<file path="config.mk">
export PLATFORM = sky130hd
export DESIGN_NAME = red_seq_unit
export DESIGN_NICKNAME = d
export VERILOG_FILES = /design/src/rtl/red_pkg.sv /design/src/rtl/red_lane_adder.sv /design/src/rtl/red_seq_unit.sv
export SDC_FILE = /design/constraint.sdc
export NUM_CORES = 1
export LEC_CHECK = 0
export ABC_AREA = 1
export CAP_MARGIN = 20
export CORE_MARGIN = 5
export CORE_UTILIZATION = 45
export CTS_CLUSTER_SIZE = 16
export DETAILED_ROUTE_END_ITERATION = 12
export PLACE_DENSITY = 0.71
export SLEW_MARGIN = 20
export SYNTH_ARGS = -nofsm -noshare
export SYNTH_HDL_FRONTEND = slang
export SYNTH_HIERARCHICAL = 1
export SYNTH_SLANG_ARGS = --single-unit
export TNS_END_PERCENT = 1
</file>
<file path="constraint.sdc">
create_clock -name clk -period 3.26 [get_ports clk]
set_clock_uncertainty 0.05 [all_clocks]
set_input_delay 0.652 -clock clk [delete_from_list [all_inputs] [get_ports clk]]
set_output_delay 0.652 -clock clk [all_outputs]
set_load 0.005 [all_outputs]
</file>
<file path="src/rtl/red_pkg.sv">
// rtl/red_pkg.sv - shared types, width helpers and parameter checks for the lane-sum reduction unit
package red_pkg;

  typedef enum logic [1:0] {
    IDLE = 2'd0,
    BUSY = 2'd1,
    DONE = 2'd2
  } red_state_t;

  function automatic int clog2(input int v);
    int r;
    r = 0;
    while ((1 << r) < v) r++;
    return r;
  endfunction

  // Result width is sized so the full lane sum can never overflow in either mode.
  function automatic int res_w_calc(input int data_w, input int lane_w);
    return lane_w + clog2((2 * data_w) / lane_w);
  endfunction

  function automatic int beats_calc(input int data_w, input int lane_w, input int lpc);
    return ((2 * data_w) / lane_w) / lpc;
  endfunction

  function automatic bit params_ok(input int data_w, input int lane_w, input int lpc);
    int nl;
    if (data_w <= 0 || lane_w <= 0 || lpc <= 0) return 1'b0;
    if ((data_w % lane_w) != 0) return 1'b0;
    nl = (2 * data_w) / lane_w;
    if ((nl % lpc) != 0) return 1'b0;
    if ((nl & (nl - 1)) != 0) return 1'b0;
    return 1'b1;
  endfunction

endpackage

</file>
<file path="src/rtl/red_lane_adder.sv">
// rtl/red_lane_adder.sv - combinational extend-and-add of one beat's lanes
module red_lane_adder
  import red_pkg::*;
#(
  parameter int LANE_W = 4,
  parameter int LANES  = 2,
  parameter int RES_W  = 7
) (
  input  logic [LANES-1:0][LANE_W-1:0] i_lanes,
  input  logic                         i_sgn,
  output logic [RES_W-1:0]             o_sum
);

  // Zero- or sign-extend every lane to the result width and sum them.
  always_comb begin
    logic [RES_W-1:0] v_ext;
    o_sum = '0;
    v_ext = '0;
    for (int k = 0; k < LANES; k++) begin
      if (i_sgn) begin
        v_ext = {{(RES_W - LANE_W){i_lanes[k][LANE_W-1]}}, i_lanes[k]};
      end else begin
        v_ext = {{(RES_W - LANE_W){1'b0}}, i_lanes[k]};
      end
      o_sum = o_sum + v_ext;
    end
  end

endmodule

</file>
<file path="src/rtl/red_seq_unit.sv">
// rtl/red_seq_unit.sv - multi-cycle lane-sum reduction unit with valid/ready handshakes
module red_seq_unit
  import red_pkg::*;
#(
  parameter int DATA_W        = 16,
  parameter int LANE_W        = 4,
  parameter int LANES_PER_CYC = 2
) (
  input  logic                                 clk,
  input  logic                                 rst_n,
  input  logic                                 in_valid,
  output logic                                 in_ready,
  input  logic [DATA_W-1:0]                    a,
  input  logic [DATA_W-1:0]                    b,
  input  logic                                 sgn,
  input  logic                                 flush,
  output logic                                 out_valid,
  input  logic                                 out_ready,
  output logic [res_w_calc(DATA_W, LANE_W)-1:0] result,
  output logic                                 busy
);

  localparam int NLANES = (2 * DATA_W) / LANE_W;
  localparam int RES_W  = res_w_calc(DATA_W, LANE_W);
  localparam int BEATS  = beats_calc(DATA_W, LANE_W, LANES_PER_CYC);
  localparam int IDX_W  = clog2(NLANES);

  if (!params_ok(DATA_W, LANE_W, LANES_PER_CYC)) begin : g_param_check
    $error("red_seq_unit: illegal DATA_W/LANE_W/LANES_PER_CYC combination");
  end

  red_state_t                          r_state;
  red_state_t                          w_state_next;
  logic [DATA_W-1:0]                   r_a;
  logic [DATA_W-1:0]                   r_b;
  logic                                r_sgn;
  logic [RES_W-1:0]                    r_acc;
  logic [IDX_W-1:0]                    r_idx;
  logic [NLANES-1:0][LANE_W-1:0]       w_lane_arr;
  logic [LANES_PER_CYC-1:0][LANE_W-1:0] w_lanes;
  logic [RES_W-1:0]                    w_part;
  logic                                w_last_beat;

  // Lane 0 is a's low lane; b's lanes follow a's.
  assign w_lane_arr  = {r_b, r_a};
  assign w_last_beat = (r_idx == IDX_W'((BEATS - 1) * LANES_PER_CYC));
  assign result      = r_acc;

  // Select this beat's lanes; NLANES is a power of two so idx indexes exactly.
  always_comb begin
    w_lanes = '0;
    for (int k = 0; k < LANES_PER_CYC; k++) begin
      w_lanes[k] = w_lane_arr[r_idx + IDX_W'(k)];
    end
  end

  red_lane_adder #(
    .LANE_W (LANE_W),
    .LANES  (LANES_PER_CYC),
    .RES_W  (RES_W)
  ) u_lane_adder (
    .i_lanes (w_lanes),
    .i_sgn   (r_sgn),
    .o_sum   (w_part)
  );

  // State register.
  always_ff @(posedge clk or negedge rst_n) begin
    if (!rst_n) begin
      r_state <= IDLE;
    end else begin
      r_state <= w_state_next;
    end
  end

  // Next-state and handshake decodes; flush overrides both handshakes.
  always_comb begin
    w_state_next = r_state;
    in_ready     = 1'b0;
    out_valid    = 1'b0;
    busy         = 1'b1;
    case (r_state)
      IDLE: begin
        in_ready = 1'b1;
        busy     = 1'b0;
        if (in_valid) w_state_next = BUSY;
      end
      BUSY: begin
        if (w_last_beat) w_state_next = DONE;
      end
      DONE: begin
        out_valid = 1'b1;
        if (out_ready) w_state_next = IDLE;
      end
      default: w_state_next = IDLE;
    endcase
    if (flush) w_state_next = IDLE;
  end

  // Operand capture and beat-by-beat accumulation.
  always_ff @(posedge clk or negedge rst_n) begin
    if (!rst_n) begin
      r_a   <= '0;
      r_b   <= '0;
      r_sgn <= 1'b0;
      r_acc <= '0;
      r_idx <= '0;
    end else if (flush) begin
      r_acc <= '0;
      r_idx <= '0;
    end else begin
      case (r_state)
        IDLE: begin
          if (in_valid) begin
            r_a   <= a;
            r_b   <= b;
            r_sgn <= sgn;
            r_acc <= '0;
            r_idx <= '0;
          end
        end
        BUSY: begin
          r_acc <= r_acc + w_part;
          r_idx <= r_idx + IDX_W'(LANES_PER_CYC);
        end
        default: begin
        end
      endcase
    end
  end

endmodule

</file>
==> results.toml <==
[floorplan]
fp.dieW_um = 85.1
die_h_um = 85.1
placementRows = 27
io_pins = 48
start_util_pct = 46.1
coreArea_um2 = 5510
die-area_um2 = 7250

[critical_path]
crit_end = "result[5]"
crit_path_start = "r_idx[1]"
rr_endpoint = "result[5]"
crit_arrival_ns = 3.07
reg2regPathDepth = 18
r2r_slack_ns = 0.33
worst_setup_path_start_kind = "flop"
cp_cell_sequence = "buf_4 -> o21ai_0 -> o22ai_1 -> ha_1 -> inv_1 -> fa_1 -> inv_1 -> nand3_1 -> nand3_1 -> nand2_1 -> ha_1 -> nand2_1 -> nor2_1 -> nand2_1 -> nand3_1 -> nand2_1 -> nand3_1 -> nand2_1"
critPathMaxStageDelay_ns = 0.41
cpMaxStageDelayCell = "fa_1"
endpoint_kind = "flop"
cp_common_cell = "nand2_1"
crit_type = "reg -> reg"
r2r-start = "r_idx[1]"
cp_max_fo = 19
cp.required_ns = 3.39

[timing]
max_slew.worst_pin.slew_ns = 0.633
hold_viol = 0
fin_crit_sh_pct = 90.0
tns_ns = 0
finalSetupViolCount = 0
slew_viol_final = 0
whs_ns = 0.290
maxSlewHeadroom_pct = 57.5
finalCriticalPeriod_ns = 2.93
rsz0062_at_grt = "false"
fmax_ghz = 0.341

[synthesis]
yosysWarnings = 6
async_flop_share_pct = 100
synth_edf_count = 0
syn_area_per_cell_um2 = 9.88
synth_cells = 257
synthesis.area_um2 = 2540
synthesis.nets = 309
synth_ff_type = "dfrtp_1"
ys_ff_latch = 44
ys_seq_area_share_pct = 43.3
synth_cell_types = 27

[clock_network]
cts.sinks = 44
cts_max_level = 2
cts_made_buffers = 5
cts_buffer_depth = 2
clk_latency_ns = 0.29
clock-root-buffer = "clkbuf_8"
tritoncts = "yes"
cts.reportedPaths.clkPinSlew_ns = 0.08

[routing]
drc = 0
top_layer = "met4"
postRouteAntennaNets = 0
drtIter0Drc = 79
vias_per_cell = 5.02
wl_um = 5320
num_vias = 1902
dr_wl_met3_um = 217
routedWlPerCell_um = 14.0
met2WireLength_um = 2640
firstDrtPassIters = 4
wl_met1_um = 2390

[power]
power_leakage_nw = 1.58
max-vdd-ir-drop_v = 0.000342
power_mw = 2.45
power_density_nw_per_um2 = 767

[global_route]
grt_use_total_pct = 15.9
grt_max_degree = 45
grt_pass1_vias = 1971
grt_overflow = 0
antenna_found_initial = 0
grt_pass1_wl_um = 9250

[placement]
portBuffers = 47
place.gp.congestion = 0.797
dp_hpwl_um = 4150

[run]
cap_violations = 0

[finish]
layout_commonest_cell = "nand2_1"
diodes = 0
final-seq-area_um2 = 1100
layout.nets = 358
multiInputGateArea_um2 = 1270
fill_cells = 480
syn_to_final_growth_pct = 25.5
final_cell_mix = "48 x nand2_1, 46 x clkdlybuf4s50_1, 44 x dfrtp_1, 29 x mux2_4, 28 x inv_1"
drive_gt1_share_pct = 16.0

[min_path]
hold_path.class = "in -> async"

[status]
outcome = "finished, final reports clean"
-- flip-flops by register name, summed over array words and instances, names as in the netlist --
register / cells
r_b: 16
result: 7
r_state: 2
r_sgn: 1
r_a: 16
r_idx: 2
-- repair_timing --
| action | 4_1_cts | 5_1_grt |
|---|---|---|
| endpoints found under the setup margin | 0 | 2 |
| hold buffers | 0 | 0 |
| resized for setup | 0 | 2 |
| setup buffers | 0 | 0 |
-- worst max-delay path: cells and delay by family (launching register included) --
kind / cells / cell delay (ns)
compound gates: 2 / 0.33
flops: 1 / 0.40
simple gates: 10 / 0.77
buf+inv: 3 / 0.37
fa+ha+maj: 3 / 0.93
-- where the power goes --
part           switching [mW]  internal (mW)  total (mW)
combinational           0.594          0.578        1.17
clock                   0.179          0.270       0.450
sequential              0.121          0.703       0.824
-- stage by stage --
stage | util (%) | area [um2] | instances | worst slack (ns)
finish | 57.9 | 3190 | 379 | 0.327
floorplan | - | 2540 | 257 | 0.466
global route | 57.9 | 3190 | 379 | 0.0110
CTS | 57.8 | 3180 | 379 | 0.325
detailed placement | 55.5 | 3060 | 371 | 0.330
global placement | 55.5 | 3060 | 371 | 0.433
-- synth_stat cells (2+ instances only) --
| cell | number | area [um2] |
|---|---|---|
| inv_1 | 30 | 113 |
| mux2_2 | 4 | 45.0 |
| nor2_1 | 24 | 90.1 |
| nand4_1 | 2 | 12.5 |
| buf_6 | 3 | 33.8 |
| o21ai_0 | 23 | 115 |
| a21oi_1 | 4 | 20.0 |
| dfrtp_1 | 44 | 1100 |
| fa_1 | 2 | 40.0 |
| mux2_4 | 29 | 435 |
| buf_2 | 2 | 10.0 |
| nand2_1 | 48 | 180 |
| nand3_1 | 8 | 40.0 |
| ha_1 | 12 | 150 |
| o22ai_1 | 9 | 56.3 |
| o21ai_1 | 2 | 10.0 |
-- final cells by class --
| cell class | instances | area share [%] |
|---|---|---|
| flip-flops and latches | 44 | 34.5 |
| repair buffers | 48 | 14.9 |
| clock inverters | 1 | 0.942 |
| well taps | 72 | 2.83 |
| multi-input cells | 176 | 40.0 |
| inverters | 31 | 3.77 |
| clock buffers | 7 | 3.02 |
-- kinds of logic after synthesis --
kind of cell,share of synthesized area (%)
AO/OA/AOI/OAI,8.28
adder cells (fa/ha/maj),7.49
buffers and inverters,6.45
XOR/XNOR,0.690
multiplexers,18.9
AND/OR/NAND/NOR,14.8
flip-flops,43.3
-- worst min path at each step --
stage	start	end	slack, ns	cells past startpoint
final	rst_n	result[3]	0.29	1
after detailed placement	r_b[6]	r_b[6]	0.44	1
after CTS	r_b[6]	r_b[6]	0.47	1
after global placement	r_a[10]	r_a[10]	0.44	1
after global routing	rst_n	result[3]	0.33	1
after floorplan	rst_n	r_a[0]	0.31	0
-- routing by layer --
layer | global-route usage, % | vias to the layer above
met4 | 4.17 | 0
met1 | 19.6 | 904
met2 | 27.5 | 39
met3 | 3.88 | 8
met5 | 0 | -
li1 | - | 951
Note: power is estimated with default switching activity, not from simulation.
